### config.mk
export PLATFORM = sky130hd
export DESIGN_NAME = vanilla_instr_encoder
export DESIGN_NICKNAME = d
export VERILOG_FILES = /design/src/rtl/vanilla_instr_encoder.sv
export SDC_FILE = /design/constraint.sdc
export NUM_CORES = 1
export LEC_CHECK = 0
export BUFFER_PORTS_ARGS = -buffer_cell sky130_fd_sc_hd__buf_2
export CAP_MARGIN = 20
export CORE_ASPECT_RATIO = 0.8
export CORE_MARGIN = 10
export CORE_UTILIZATION = 50
export DETAILED_ROUTE_END_ITERATION = 6
export PLACE_DENSITY = 0.84
export SLEW_MARGIN = 20
export SYNTH_ARGS = -nofsm -noshare
export SYNTH_HDL_FRONTEND = slang
export SYNTH_SLANG_ARGS = --single-unit
### constraint.sdc
create_clock -name clk_i -period 2.3 [get_ports clk_i]
set_input_delay 0.23 -clock clk_i [delete_from_list [all_inputs] [get_ports clk_i]]
set_output_delay 0.23 -clock clk_i [all_outputs]
set_load 0.02 [all_outputs]
### src/rtl/vanilla_instr_encoder.sv
// vanilla_instr_encoder: turns one field-level operation request per handshake
// into RV32 instruction words. Illegal requests are consumed and reported
// with a one-cycle err_o pulse. LI expands to LUI (+ ADDI when needed).
module vanilla_instr_encoder #(
    parameter bit enable_fp_p = 1'b1
) (
    input  logic        clk_i,
    input  logic        reset_i,
    input  logic        v_i,
    output logic        ready_o,
    input  logic [3:0]  op_i,
    input  logic [4:0]  rd_i,
    input  logic [4:0]  rs1_i,
    input  logic [4:0]  rs2_i,
    input  logic [31:0] imm_i,
    output logic        v_o,
    output logic [31:0] instr_o,
    input  logic        yumi_i,
    output logic        err_o
);

    typedef enum logic [0:0] {IDLE, EMIT_LO} state_e;

    typedef enum logic [3:0] {
        OP_ADDI  = 4'd0,
        OP_ADD   = 4'd1,
        OP_LW    = 4'd2,
        OP_SW    = 4'd3,
        OP_BEQ   = 4'd4,
        OP_JAL   = 4'd5,
        OP_LUI   = 4'd6,
        OP_LI    = 4'd7,
        OP_FLW   = 4'd8,
        OP_FSW   = 4'd9,
        OP_AMOSW = 4'd10,
        OP_FENCE = 4'd11,
        OP_MRET  = 4'd12
    } op_e;

    state_e      state_q;
    logic        v_q;
    logic        err_q;
    logic [31:0] instr_q;
    logic [31:0] lo_q;

    logic        accept;
    logic        legal_d;
    logic        has_lo_d;
    logic [31:0] word_d;
    logic [31:0] lo_d;
    logic        fits12;
    logic        fits13;
    logic        fits21;
    logic [19:0] li_upper;

    function automatic logic [31:0] i_type(input logic [11:0] imm, input logic [4:0] rs1,
                                           input logic [2:0] f3, input logic [4:0] rd,
                                           input logic [6:0] opc);
        return {imm, rs1, f3, rd, opc};
    endfunction

    function automatic logic [31:0] s_type(input logic [11:0] imm, input logic [4:0] rs2,
                                           input logic [4:0] rs1, input logic [2:0] f3,
                                           input logic [6:0] opc);
        return {imm[11:5], rs2, rs1, f3, imm[4:0], opc};
    endfunction

    assign ready_o = (state_q == IDLE) && (!v_q || yumi_i);
    assign accept  = v_i && ready_o;
    assign v_o     = v_q;
    assign instr_o = instr_q;
    assign err_o   = err_q;

    // Signed range checks: upper bits must be a pure sign extension.
    assign fits12 = (&imm_i[31:11]) || !(|imm_i[31:11]);
    assign fits13 = (&imm_i[31:12]) || !(|imm_i[31:12]);
    assign fits21 = (&imm_i[31:20]) || !(|imm_i[31:20]);

    // (imm + 0x800) >> 12: the +0x800 carries into bit 12 exactly when imm[11] is set.
    assign li_upper = imm_i[31:12] + {19'd0, imm_i[11]};

    // Decode the request into legality, first word and optional trailing ADDI.
    always_comb begin
        legal_d  = 1'b0;
        has_lo_d = 1'b0;
        word_d   = '0;
        lo_d     = '0;
        case (op_i)
            OP_ADDI: begin
                legal_d = fits12;
                word_d  = i_type(imm_i[11:0], rs1_i, 3'd0, rd_i, 7'h13);
            end
            OP_ADD: begin
                legal_d = 1'b1;
                word_d  = {7'd0, rs2_i, rs1_i, 3'd0, rd_i, 7'h33};
            end
            OP_LW: begin
                legal_d = fits12;
                word_d  = i_type(imm_i[11:0], rs1_i, 3'd2, rd_i, 7'h03);
            end
            OP_SW: begin
                legal_d = fits12;
                word_d  = s_type(imm_i[11:0], rs2_i, rs1_i, 3'd2, 7'h23);
            end
            OP_BEQ: begin
                legal_d = fits13 && !imm_i[0];
                word_d  = {imm_i[12], imm_i[10:5], rs2_i, rs1_i, 3'd0,
                           imm_i[4:1], imm_i[11], 7'h63};
            end
            OP_JAL: begin
                legal_d = fits21 && !imm_i[0];
                word_d  = {imm_i[20], imm_i[10:1], imm_i[11], imm_i[19:12], rd_i, 7'h6F};
            end
            OP_LUI: begin
                legal_d = !(|imm_i[31:20]);
                word_d  = {imm_i[19:0], rd_i, 7'h37};
            end
            OP_LI: begin
                legal_d = 1'b1;
                if (fits12) begin
                    word_d = i_type(imm_i[11:0], 5'd0, 3'd0, rd_i, 7'h13);
                end else begin
                    word_d   = {li_upper, rd_i, 7'h37};
                    has_lo_d = |imm_i[11:0];
                    lo_d     = i_type(imm_i[11:0], rd_i, 3'd0, rd_i, 7'h13);
                end
            end
            OP_FLW: begin
                legal_d = enable_fp_p && fits12;
                word_d  = i_type(imm_i[11:0], rs1_i, 3'd2, rd_i, 7'h07);
            end
            OP_FSW: begin
                legal_d = enable_fp_p && fits12;
                word_d  = s_type(imm_i[11:0], rs2_i, rs1_i, 3'd2, 7'h27);
            end
            OP_AMOSW: begin
                legal_d = 1'b1;
                word_d  = {5'h01, 2'b00, rs2_i, rs1_i, 3'd2, rd_i, 7'h2F};
            end
            OP_FENCE: begin
                legal_d = 1'b1;
                word_d  = 32'h0FF0000F;
            end
            OP_MRET: begin
                legal_d = 1'b1;
                word_d  = 32'h30200073;
            end
            default: legal_d = 1'b0;
        endcase
    end

    // Output register, error pulse and pending-ADDI sequencing.
    always_ff @(posedge clk_i) begin
        if (reset_i) begin
            state_q <= IDLE;
            v_q     <= 1'b0;
            err_q   <= 1'b0;
            instr_q <= '0;
            lo_q    <= '0;
        end else begin
            err_q <= accept && !legal_d;
            unique case (state_q)
                IDLE: begin
                    if (accept && legal_d) begin
                        v_q     <= 1'b1;
                        instr_q <= word_d;
                        if (has_lo_d) begin
                            lo_q    <= lo_d;
                            state_q <= EMIT_LO;
                        end
                    end else if (yumi_i) begin
                        v_q <= 1'b0;
                    end
                end
                EMIT_LO: begin
                    if (!v_q || yumi_i) begin
                        v_q     <= 1'b1;
                        instr_q <= lo_q;
                        state_q <= IDLE;
                    end
                end
            endcase
        end
    end

endmodule

==> flow_results.org, run 1 <==
** STA
- Tightest hold margin :: 0.2238 ns
- Worst slew margin relative to its limit :: 0.3863
- Hold Violations, Final :: 0
- Final worst path period share :: 0.9541
- Setup repair after global routing left no endpoint under its margin.
- Clock skew after layout :: between 0.01 and 0.015 ns
- Total negative slack :: 0 ns
- Post-route worst setup slack :: between 0.1 and 0.15 ns
- Number of max-slew violations in the final report :: 0
- Top achievable clock speed :: 455.7 MHz
- Final critical-path required period :: about 2.2 ns
- For the pin with the worst max-slew slack, the measured transition is approximately 0.92 ns.
- Setup violations remaining at the end of the flow were counted as 0.

** Setup path
- Delay of the slowest cell on the worst path :: between 0.5 and 0.6 ns
- Biggest fanout along the worst timing path :: 11
- Sequence of cells on the critical path :: buf_2, or4_4, nor4_4, nand3_1, a31oi_4, o41ai_4, buf_12, buf_4, a221oi_1, nor3_1
- Kind of start point of the critical path :: primary input
- STA puts the critical path data required time at ~2.5 ns.
- By startpoint and endpoint, the worst setup path is classified as in2reg.
- The worst register-to-register path begins at state_q.
- Launch point of the critical path :: imm_i[15]
- The largest individual stage delay along the critical path comes from the cell or4_4.
- Critical path capture point type :: flip-flop
- Critical path data arrival time :: about 2.4 ns

** GRT
- Vias in the first global route :: roughly 4700
- Summed over all layers, the global routing overflow is 0.
- The first global-routing pass estimated approximately 25 mm of wire.
- Largest net degree at the start of global routing :: 53
- In the global route stage, overall resource usage came out at 0.2564.
- The initial antenna violation count was 0.

** Logic synthesis
- dfxtp_1 takes more of the synthesized area than any other cell.
- The number of nets handed over by synthesis was ~600.
- After synthesis, the cell types taking the most area are dfxtp_1, a21oi_1, nor2_1.
- Of the post-synthesis cell area, the dominant cell type holds 0.2632.
- Avg Synthesized Cell Area :: between 7 and 8 um2
- Of the synthesized area, sequential elements account for 0.2632.
- Post-Synthesis Cell Area :: between 3000 and 4000 um2
- Flop and latch count out of synthesis :: 52
- Post-synth EDFFs :: 0
- Number of warning messages in the yosys log :: 0
- After technology mapping, the gate count stands at 545.
- Number of distinct standard cells referenced by the synthesized netlist :: 64
- The most used flip-flop cell after synthesis is dfxtp_1.
- Share of async-settable or async-resettable flops after synthesis :: 0

** Placement
- Once detailed placement completed, the half-perimeter wirelength came to around 13 mm.
- IO Port Bufs :: a little under 90
- Routability-driven placement finished with a final weighted congestion of roughly 0.99.
- Prior to clock tree synthesis, the placed netlist has a worst setup slack of -0.2552 ns.

** Routing
- Dividing the detail-routed via count by the number of cells gives roughly 6.3.
- After detailed routing, the number of remaining DRC violations is 0.
- First-pass iteration count of the detailed router :: 6
- In the final routed layout, each cell accounts on average for 20.72 um.
- Total number of vias :: around 5000
- Final WL :: around 16 mm
- In this run the remaining antenna-violating nets after routing total 0.
- In this run, the number of DRC markers left after iteration 0 of detailed routing was around 710.

** Clock network
- Number of buffers inserted by post-CTS setup repair :: 0
- The later pin in the worst-skew pair is clocked with a latency of between 0.3 and 0.4 ns.
- In this run the deepest clock path goes through 2 buffers.
- Counting the buffers created by CTS gives 5.
- Htree depth :: 2
- The tree is rooted in a clkbuf_8.
- Cts-stage hold buffer count :: 0
- TritonCTS built the clock tree.
- Gates resized during post-CTS repair numbered 0.
- After clock tree synthesis, the clock-pin slew on the worst setup and hold paths is ~0.090 ns.
- Sinks on Clock Net :: between 50 and 60

** Floorplanning
- For this design the top-level I/O count stands at 90.
- Starting density of the core :: 0.5251
- The floorplan has 28 rows.
- Placeable Area :: roughly 7500 um2
- Die Width :: 119.4 um
- The die covers roughly 12000 um2.
- The floorplan step set the die height to about 100 um.

** Final layout
- Most common cell after layout, fill and taps aside :: buf_2
- Layout net count :: 734
- Antenna cell count :: 0
- Commonest cells after routing, fill and taps aside :: buf_2, buf_4, nor2_1
- After filler insertion, the fill cell instance count of the layout stands at approximately 680.
- In the final layout, the share of cells above drive strength 1 is 0.2999.
- Area grow syn2layout :: 29.14%

** Power and ir drop
- Static leakage power :: 2.105 nW
- Max IR drop VDD :: 0.0003858 V
- Pwr per Cell Area :: 444.0 nW/um2

** Worst hold path
- Path class of the lowest-slack min-delay path :: in2reg
- The worst hold path begins at v_i.

** Run
- Across the run, the number of max-cap violations was 0.

** Outcome
- Result of the run :: finished clean
## critical path: cells and delay by family
family | cells | cell delay, ns
and+or+nand+nor | 4 | 1.01
AOI/OAI and AO/OA | 3 | 0.65
buffers and inverters | 3 | 0.45
## registers in the layout (all words and copies together) (netlist names)
register / flops
err_o: 1
instr_o: 31
lo_q: 18
state_q: 1
v_o: 1
## worst paths after layout
kind / cells past startpoint / slack, ns / endpoint
setup reg to reg: 6 / 0.40 / instr_o[27]
hold reg to reg: 2 / 0.46 / instr_o[10]
hold / removal: 3 / 0.22 / v_o
setup / recovery: 10 / 0.11 / instr_o[7]
## layout make-up
| class | count | area [um2] | share of cell area |
|---|---|---|---|
| multi-input combinational | 427 | 2654 | 0.5196 |
| timing repair buffer | 176 | 1140 | 0.2232 |
| sequential | 52 | 1041 | 0.2038 |
| tap | 105 | 131.4 | 0.02572 |
| clock buffer | 6 | 72.57 | 0.01421 |
| inverter | 14 | 52.55 | 0.01029 |
| clock inverter | 2 | 16.27 | 0.003185 |
## through the flow
step / area, um2 / power (mW) / utilization / cells
detailed placement: 5002 / 1.746 / 0.6641 / 774
floorplan: 3955 / 1.394 / - / 545
finish: 5107 / 2.268 / 0.6781 / 782
global route: 5107 / 2.368 / 0.6781 / 782
global placement: 5002 / 1.734 / 0.6641 / 774
CTS: 5091 / 2.254 / 0.6759 / 782
## cell families (layout without fill, tap and decap cells)
family	count (synthesis)	in the layout	synth area share
AO/OA/AOI/OAI	177	177	0.3069
XOR/XNOR	15	15	0.03322
adder cells (fa/ha/maj)	3	3	0.009492
buffers and inverters	66	198	0.07308
flip-flops	52	52	0.2632
multiplexers	26	26	0.06770
AND/OR/NAND/NOR	206	206	0.2464
## where the power goes
part / switching, mW / leakage (nW) / internal, mW / total, mW
combinational: 0.467 / 1.64 / 0.312 / 0.780
clock: 0.306 / 0.0414 / 0.217 / 0.523
sequential: 0.0222 / 0.423 / 0.943 / 0.965
total: 0.795 / 2.11 / 1.47 / 2.27
## per-layer routing
| layer | vias to the layer above | share of wire | track usage |
|---|---|---|---|
| met4 | 0 | 0.029 | 0.08704 |
| met1 | 2327 | 0.42 | 0.3295 |
| li1 | 2288 | - | - |
| met3 | 42 | 0.093 | 0.06271 |
| met5 | - | 0 | 0 |
| met2 | 282 | 0.45 | 0.4110 |
## Yosys cell counts, drive strengths merged, types with 3 or more instances
| master | n |
|---|---|
| mux2i | 20 |
| nand2 | 57 |
| mux2 | 6 |
| a211oi | 12 |
| a22o | 3 |
| a221oi | 16 |
| a32o | 3 |
| nand4 | 8 |
| a21oi | 53 |
| o32a | 3 |
| clkbuf | 31 |
| a222oi | 4 |
| o22ai | 7 |
| a32oi | 3 |
| and3 | 5 |
| xor2 | 9 |
| a22oi | 9 |
| buf | 21 |
| a31oi | 5 |
| nor3 | 20 |
| nor3b | 3 |
| o211ai | 5 |
| nand2b | 4 |
| xnor2 | 6 |
| ha | 3 |
| or3 | 3 |
| nand3 | 14 |
| o21ai | 31 |
| dfxtp | 52 |
| inv | 14 |
| nor2 | 69 |
| nor4 | 13 |
| nor2b | 5 |
Note: power is estimated with default switching activity, not from simulation.
==> run 2, diff against run 1 <==
--- a/config.mk
+++ b/config.mk
@@ -8,5 +8,4 @@
 export BUFFER_PORTS_ARGS = -buffer_cell sky130_fd_sc_hd__buf_2
 export CAP_MARGIN = 20
-export CORE_ASPECT_RATIO = 0.8
 export CORE_MARGIN = 10
 export CORE_UTILIZATION = 50
==> constraint.sdc (replaced) <==
create_clock -name clk_i -period 2.3 [get_ports clk_i]
set_input_delay 0.23 -clock clk_i [delete_from_list [all_inputs] [get_ports clk_i]]
set_output_delay 0.23 -clock clk_i [all_outputs]
set_load 0.05 [all_outputs]
==> run 2 against run 1 <==
  * Register-to-register slack got worse by 0.05 ns
  * Final area decreased by 0.71%
  * Clock power grew 6.9%
  * Routed wire length increased by 1.6%
  * Non-clock buffer count shrank 3
  * Utilization shrank 2.2 points
  * Combinational power increased by 11%
  * Critical endpoint is now instr_o[27]
  * Highest routed layer unchanged
==> flow_results.org, run 2 (synthesized netlist as in run 1, its figures left out) <==
** Outcome
- The run finished with clean final reports.

** Routing
- Number of design rule violations left after detail routing :: 0 (unchanged)
- The via total after detailed routing came to 4858 (-1.6%).
- Final WL :: 16.46 mm (+1.6%)
- First-pass iteration count of the detailed router :: 6 (unchanged)
- Number of violations reported at the end of detailed-routing iteration 0 :: 470 (-34%)
- DR WL/cell :: 21.21 um (+2.4%)
- Drt via density :: 6.260 (-0.88%)
- The number of antenna-violating nets in the routed design was 0 (unchanged).

** Placement
- The post-DP HPWL came to 13.04 mm (+1.7%).
- Global placer's final weighted congestion :: 1.040 (+4.5%)
- Pre-CTS WS :: -0.2210 ns (+0.03424 ns)
- IO Port Bufs :: 89 (unchanged)

** Setup path
- STA classifies the critical path startpoint as a primary input.
- The data arrival time of the critical path came to 2.38 ns (+0.03 ns).
- The kind of cell with the highest combined delay along the critical path is compound AO/OA/AOI/OAI gates.
- The maximum fanout along the worst path came to 4 (-7).
- Most Frequent Cell on Critical Path :: buf_4
- Sequence of cells on the critical path :: buf_2, nand4_2, nor4_1, o311ai_0, buf_4, a31oi_2, o41ai_4, buf_4, a2111oi_0, nor3_1
- Delay of the slowest cell on the worst path :: 0.44 ns (-0.10 ns)
- The data required time at the worst endpoint was 2.46 ns (about the same).
- The slowest stage of the critical path belongs to the cell nor4_1.
- STA classifies the critical path endpoint as a flip-flop.
- Critical path buffer and inverter count :: 3 (unchanged)
- The worst setup path is of the in2reg kind.

** Clock network
- Clock tree from TritonCTS :: yes
- Sinks on Clock Net :: 52 (unchanged)
- Post-CTS sizing :: 0 (unchanged)
- In this run the clock root is driven by a clkbuf_8.
- CTS max path bufs :: 2 (unchanged)
- The number of hold-repair buffers added at the cts stage is 0 (unchanged).
- Clock slew at reported path FFs :: 0.10 ns (about the same)
- Number of buffers inserted by post-CTS setup repair :: 0 (unchanged)
- The CTS H-tree depth was 2 (unchanged).
- The number of CTS-inserted buffers was 5 (unchanged).
- Clock latency on the worst-skew pair :: 0.31 ns (about the same)

** Final layout
- Commonest cells after routing, fill and taps aside :: buf_2, buf_4, nor2_1
- Area grow syn2layout :: 28.22%
- Antenna cell count :: 0 (unchanged)
- Layout net count :: 731 (-0.41%)
- The number of flip-flops under the largest register name came to 31 (unchanged).
- Filler Cells Inserted :: 677 (+0.30%)
- Fraction of layout instances using a drive strength above 1 :: 0.2982 (-0.001633)
- The library cell used most frequently in the layout, excluding fill and tap cells, is buf_2.

** GRT
- The first-pass GRT wire length came to 25.30 mm (+1.2%).
- Total grt overflow :: 0 (unchanged)
- Initial antenna violation count :: 0 (unchanged)
- Vias in the first global route :: 4738 (+1.6%)
- Global Route Usage Sum :: 0.2668 (+0.01045)
- Largest net degree at the start of global routing :: 53 (unchanged)

** STA
- The worst setup skew after layout was 0.006437 ns (-0.006662 ns).
- The post-layout worst setup margin came to 0.08517 ns (-0.02038 ns).
- Unrepaired setup endpoints after global routing :: no
- The worst-case headroom to the max-slew limit is 0.3849 (-0.001466).
- The achievable frequency was 451.5 MHz (-0.92%).
- The clock period minus worst slack came to 2.215 ns (+0.02038 ns).
- The final clock period utilization by the worst path came to 0.9630 (+0.008860).
- Number of max-slew violations in the final report :: 0 (unchanged)
- Tightest hold margin :: 0.1700 ns (-0.05376 ns)
- Setup violation total in the final timing report :: 0 (unchanged)
- The slew of the pin with the lowest slew margin came to 0.9227 ns (+0.002199 ns).
- Hold Violations, Final :: 0 (unchanged)

** Floorplanning
- The placement row count came to 32 (+14%).
- Placeable Area :: 7727 um2 (+2.6%)
- The overall die area was 11870 um2 (-0.18%).
- Die span in y :: 108.9 um (+9.4%)
- The initial core utilization is 0.5118 (-0.01326).
- The die width was 108.9 um (-8.8%).
- The boundary pin count was 90 (unchanged).

** Worst hold path
- Path class of the lowest-slack min-delay path :: in2reg

** Power and ir drop
- The maximum vdd ir drop came to 0.0003651 V (-5.4%).
- The reported leakage power was 2.094 nW (-0.52%).
- Pwr per Cell Area :: 471.4 nW/um2 (+6.2%)

** Run
- The max-capacitance violation count came to 0 (unchanged).
-- run 2: worst paths after layout --
check	from	end	slack, ns	depth (start not counted)
worst max-delay path	imm_i[20]	instr_o[27]	0.09	10
worst min-delay path	v_i	v_o	0.17	3
worst max register to register	state_q	instr_o[27]	0.35	6
worst min register to register	instr_o[13]	instr_o[13]	0.46	2
-- run 2: routing by layer --
layer | up-vias | global-route usage | wire (um)
met1 | 2254 | 0.3362 | 6599
met2 | 272 | 0.4340 | 7644
met4 | 0 | 0.1281 | 762
met5 | - | 0 | 0
met3 | 51 | 0.04248 | 1454
li1 | 2281 | - | -
-- run 2: worst min-delay path, cell delays in order --
cell and delay [ns]:
buf_2 0.11, nand2_1 0.05, a21oi_1 0.05
-- run 2: final cells by class --
| cell class | count | area, um2 | share of cell area |
|---|---|---|---|
| repair buffers | 173 | 1101 | 0.2171 |
| well taps | 102 | 127.6 | 0.02517 |
| inverters | 14 | 52.55 | 0.01036 |
| clock buffers | 5 | 68.82 | 0.01357 |
| clock inverters | 3 | 27.53 | 0.005428 |
| flip-flops and latches | 52 | 1041 | 0.2053 |
| multi-input cells | 427 | 2653 | 0.5231 |
-- run 2: power by group --
part           internal, mW  switching, mW  total (mW)
Sequential            0.943         0.0226       0.966
Clock                 0.224          0.335       0.559
Combinational         0.304          0.562       0.866
Total                  1.47          0.919        2.39
-- run 2: stage by stage --
| step | total power [mW] | std cells | util | area (um2) | TNS (ns) |
|---|---|---|---|---|---|
| after floorplan | 1.486 | 545 | - | 3958 | 0 |
| after global placement | 1.820 | 768 | 0.6426 | 4966 | -2.457 |
| after detailed placement | 1.834 | 768 | 0.6426 | 4966 | -3.672 |
| after CTS | 2.376 | 776 | 0.6551 | 5062 | 0 |
| after global routing | 2.481 | 776 | 0.6563 | 5071 | 0 |
| final | 2.391 | 776 | 0.6563 | 5071 | 0 |
==> run 3, diff against run 2 <==
Settings changed: ABC_AREA set to 1, PLACE_DENSITY 0.84 to 0.83, SLEW_MARGIN 20 to unset.
==> run 3 against run 2 <==
  * Register-to-register slack improved by 0.29 ns
  * Setup slack improved by 0.27 ns
  * Routed wire length fell by 18%
  * First-iteration DRC count fell by 13%
  * Clock power fell by 5.2%
  * Clock skew rose by 0.0015 ns
  * Sequential power rose by 0.5%
  * Worst hold slack got worse by 0.037 ns
  * Final area fell by 5.5%
  * Area after synthesis rose by 4.4%
  * Synthesized cell count rose by 37%
==> flow_results.org, run 3 <==
** Power and ir drop
- Pwr per Cell Area :: 467.6 nW/um2 (-0.82%)
- The overall power came to 2.240 mW (-6.3%).
- The reported leakage power came to 2.649 nW (+27%).
- The maximum vdd ir drop is 0.0003546 V (-2.9%).

** STA
- Hold Violations, Final :: 0 (unchanged)
- Total negative slack :: 0 ns (unchanged)
- Setup violation total in the final timing report :: 0 (unchanged)
- The clock period minus worst slack was 1.946 ns (-0.2686 ns).
- The max-slew violation count was 0 (unchanged).
- The final clock period utilization by the worst path was 0.8462 (-0.1168).
- The worst-case headroom to the max-slew limit is 0.4334 (+0.04859).
- Clock skew after layout :: 0.007963 ns (+0.001526 ns)
- Top achievable clock speed :: 513.8 MHz (+14%)
- Unrepaired setup endpoints after global routing :: no
- Worst-margin pin slew :: 0.8409 ns (-0.08177 ns)

** Floorplanning
- The height of the die was 110.9 um (+1.8%).
- Die area :: 12300 um2 (+3.6%)
- The initial core utilization came to 0.5078 (-0.004052).
- Die Width :: 110.9 um (+1.8%)
- The boundary pin count came to 90 (unchanged).
- The core region area was 8134 um2 (+5.3%).
- The placement row count was 33 (+3.1%).

** Logic synthesis
- The number of warning messages in the yosys log was 0 (unchanged).
- The number of different library cells in the post-synthesis netlist came to 39 (-39%).
- nand2_1 is the most common cell in the netlist.
- Flop and latch count out of synthesis :: 52 (unchanged)
- dfxtp_1 takes more of the synthesized area than any other cell.
- The average instance area after synthesis came to 5.514 um2 (-24%).
- Synthesized instance count :: 749 (+37%)
- Proportion of netlist area held by the largest area contributor :: 0.2520 (-0.01116)
- Top cells by area in the synthesized netlist :: dfxtp_1, nand2_1, nor2_1
- Counting instances in the post-synthesis netlist gives the leading cell types as nand2_1, nor2_1, inv_1.
- For this run, the leading register cell type out of synthesis is dfxtp_1.
- Share of async-settable or async-resettable flops after synthesis :: 0 (unchanged)
- Synthesized Nets :: 807 (+34%)
- Post-Synthesis Cell Area :: 4130 um2 (+4.4%)
- The number of enable flip-flop cells after synthesis was 0 (unchanged).
- The sequential cell area fraction in the yosys report is 0.2520 (-0.01116).

** Final layout
- Fraction of layout instances using a drive strength above 1 :: 0.1737 (-0.1246)
- The number of flip-flops under the largest register name is 31 (unchanged).
- The final instance area came to 4791 um2 (-5.5%).
- Filler Cells Inserted :: 851 (+26%)
- Layout Utilization :: 0.5890 (-0.06726)
- Layout net count :: 892 (+22%)
- Most common cell after layout, fill and taps aside :: nand2_1
- Antenna cell count :: 0 (unchanged)
- In the layout the commonest cells are nand2_1, nor2_1, buf_2.
- Area grow syn2layout :: 16.00%
- Final std cells w/o fill :: 940 (+21%)

** GRT
- The initial antenna violation count is 0 (unchanged).
- Vias in the first global route :: 4451 (-6.1%)
- The total global-route track usage is 0.2081 (-0.05876).
- The final global-route overflow total was 0 (unchanged).
- The first-pass GRT wire length was 21.91 mm (-13%).
- Largest net degree at the start of global routing :: 40 (-25%)

** Routing
- The number of remaining DRC errors was 0 (unchanged).
- Total number of vias :: 4931 (+1.5%)
- The number of detailed-routing iterations run before antenna repair was 6 (unchanged).
- The detailed-route wire length per cell came to 14.34 um (-32%).
- Drt via density :: 5.246 (-16%)
- Final WL :: 13.48 mm (-18%)
- The count of routing violations after the opening detailed-route iteration was 408 (-13%).
- Final ANT Viol Nets :: 0 (unchanged)

** Clock network
- Clock latency on the worst-skew pair :: 0.31 ns (about the same)
- Clock slew at reported path FFs :: 0.10 ns (about the same)
- The CTS H-tree depth was 2 (unchanged).
- The number of buffers on the longest clock path was 2 (unchanged).
- The total of cells resized after clock tree synthesis came to 0 (unchanged).
- Sinks on Clock Net :: 52 (unchanged)
- The number of CTS-inserted buffers was 5 (unchanged).
- The root buffer cell chosen for the clock tree is clkbuf_8.
- The post-CTS setup repair buffer count came to 0 (unchanged).
- Clock tree from TritonCTS :: yes
- Cts-stage hold buffer count :: 0 (unchanged)

** Placement
- Cells after DPL :: 932 (+21%)
- DP Area :: 4703 um2 (-5.3%)
- IO Port Bufs :: 89 (unchanged)
- The post-DP HPWL came to 10.52 mm (-19%).
- The global placement routability congestion was 0.9639 (-7.3%).

** Run
- Number of max-cap violations :: 0 (unchanged)

** Worst hold path
- The worst hold path cell count was 2 (-1).
- In this run the worst hold path is classified as in2reg.

** Setup path
- Critical path data arrival time :: 2.16 ns (-0.22 ns)
- The critical path in this run is classified as in2reg.
- Critical path capture point type :: flip-flop
- Kind of start point of the critical path :: primary input
- Critical Path RT :: 2.51 ns (+0.05 ns)
- The worst reg-to-reg path cell count was 11 (+5).
- The maximum fanout along the worst path is 24 (+20).

** Outcome
- Result of the run :: finished clean
## run 3: cell families after synthesis
logic type      Yosys count  synth area share
compound gates           95            0.1263
xor+xnor                  8           0.01697
fa+ha+maj                 3          0.009089
flops                    52            0.2520
simple gates            470            0.4744
buf+inv                 121            0.1212
## run 3: critical path, cell delays in order
cell and delay, ns:
buf_2 0.17, ha_1 0.21, nand2_1 0.07, nor2_2 0.12, nand2_2 0.10, nor2_4 0.11, nand3_1 0.09, nand2_2 0.16
a21oi_2 0.07, nand2_2 0.11, nand2_2 0.07, nand2_2 0.10, nand2_2 0.27, nor2_1 0.19, nor2_1 0.06
## run 3: worst paths after layout
path,start,to,slack (ns)
worst max-delay path,imm_i[11],instr_o[30],0.35
worst min-delay path,reset_i,lo_q[4],0.13
worst max register to register,state_q,instr_o[24],0.64
worst min register to register,lo_q[4],lo_q[4],0.46
## run 3: layout make-up
type                    instances  area [um2]  share of cell area
well taps                     105       131.4             0.02742
flip-flops and latches         52        1041              0.2173
clock buffers                   5       68.82             0.01436
inverters                      91       341.6             0.07130
multi-input cells             576        2589              0.5403
clock inverters                 3       18.77            0.003917
repair buffers                108       600.6              0.1254
## run 3: power by group
group          switching (mW)  internal, mW  total [mW]  leakage [nW]
clock network           0.317         0.213       0.530        0.0479
logic                   0.526         0.212       0.739          2.18
registers              0.0231         0.948       0.971         0.423
total                   0.866          1.37        2.24          2.65
## run 3: through the flow
stage          hold slack (ns)  setup slack, ns
5_1_grt                 0.1169           0.1772
6_report                0.1334           0.3538
2_1_floorplan           0.2991           0.3898
3_3_place_gp            0.4377           0.1197
4_1_cts                 0.1311           0.3828
3_5_place_dp            0.4493          0.05662
## run 3: routing by layer
| layer | GRT usage | routed length (um) |
|---|---|---|
| met3 | 0.05411 | 1324 |
| met5 | 0 | 0 |
| met2 | 0.3286 | 6009 |
| met1 | 0.2753 | 5879 |
| met4 | 0.04774 | 266 |
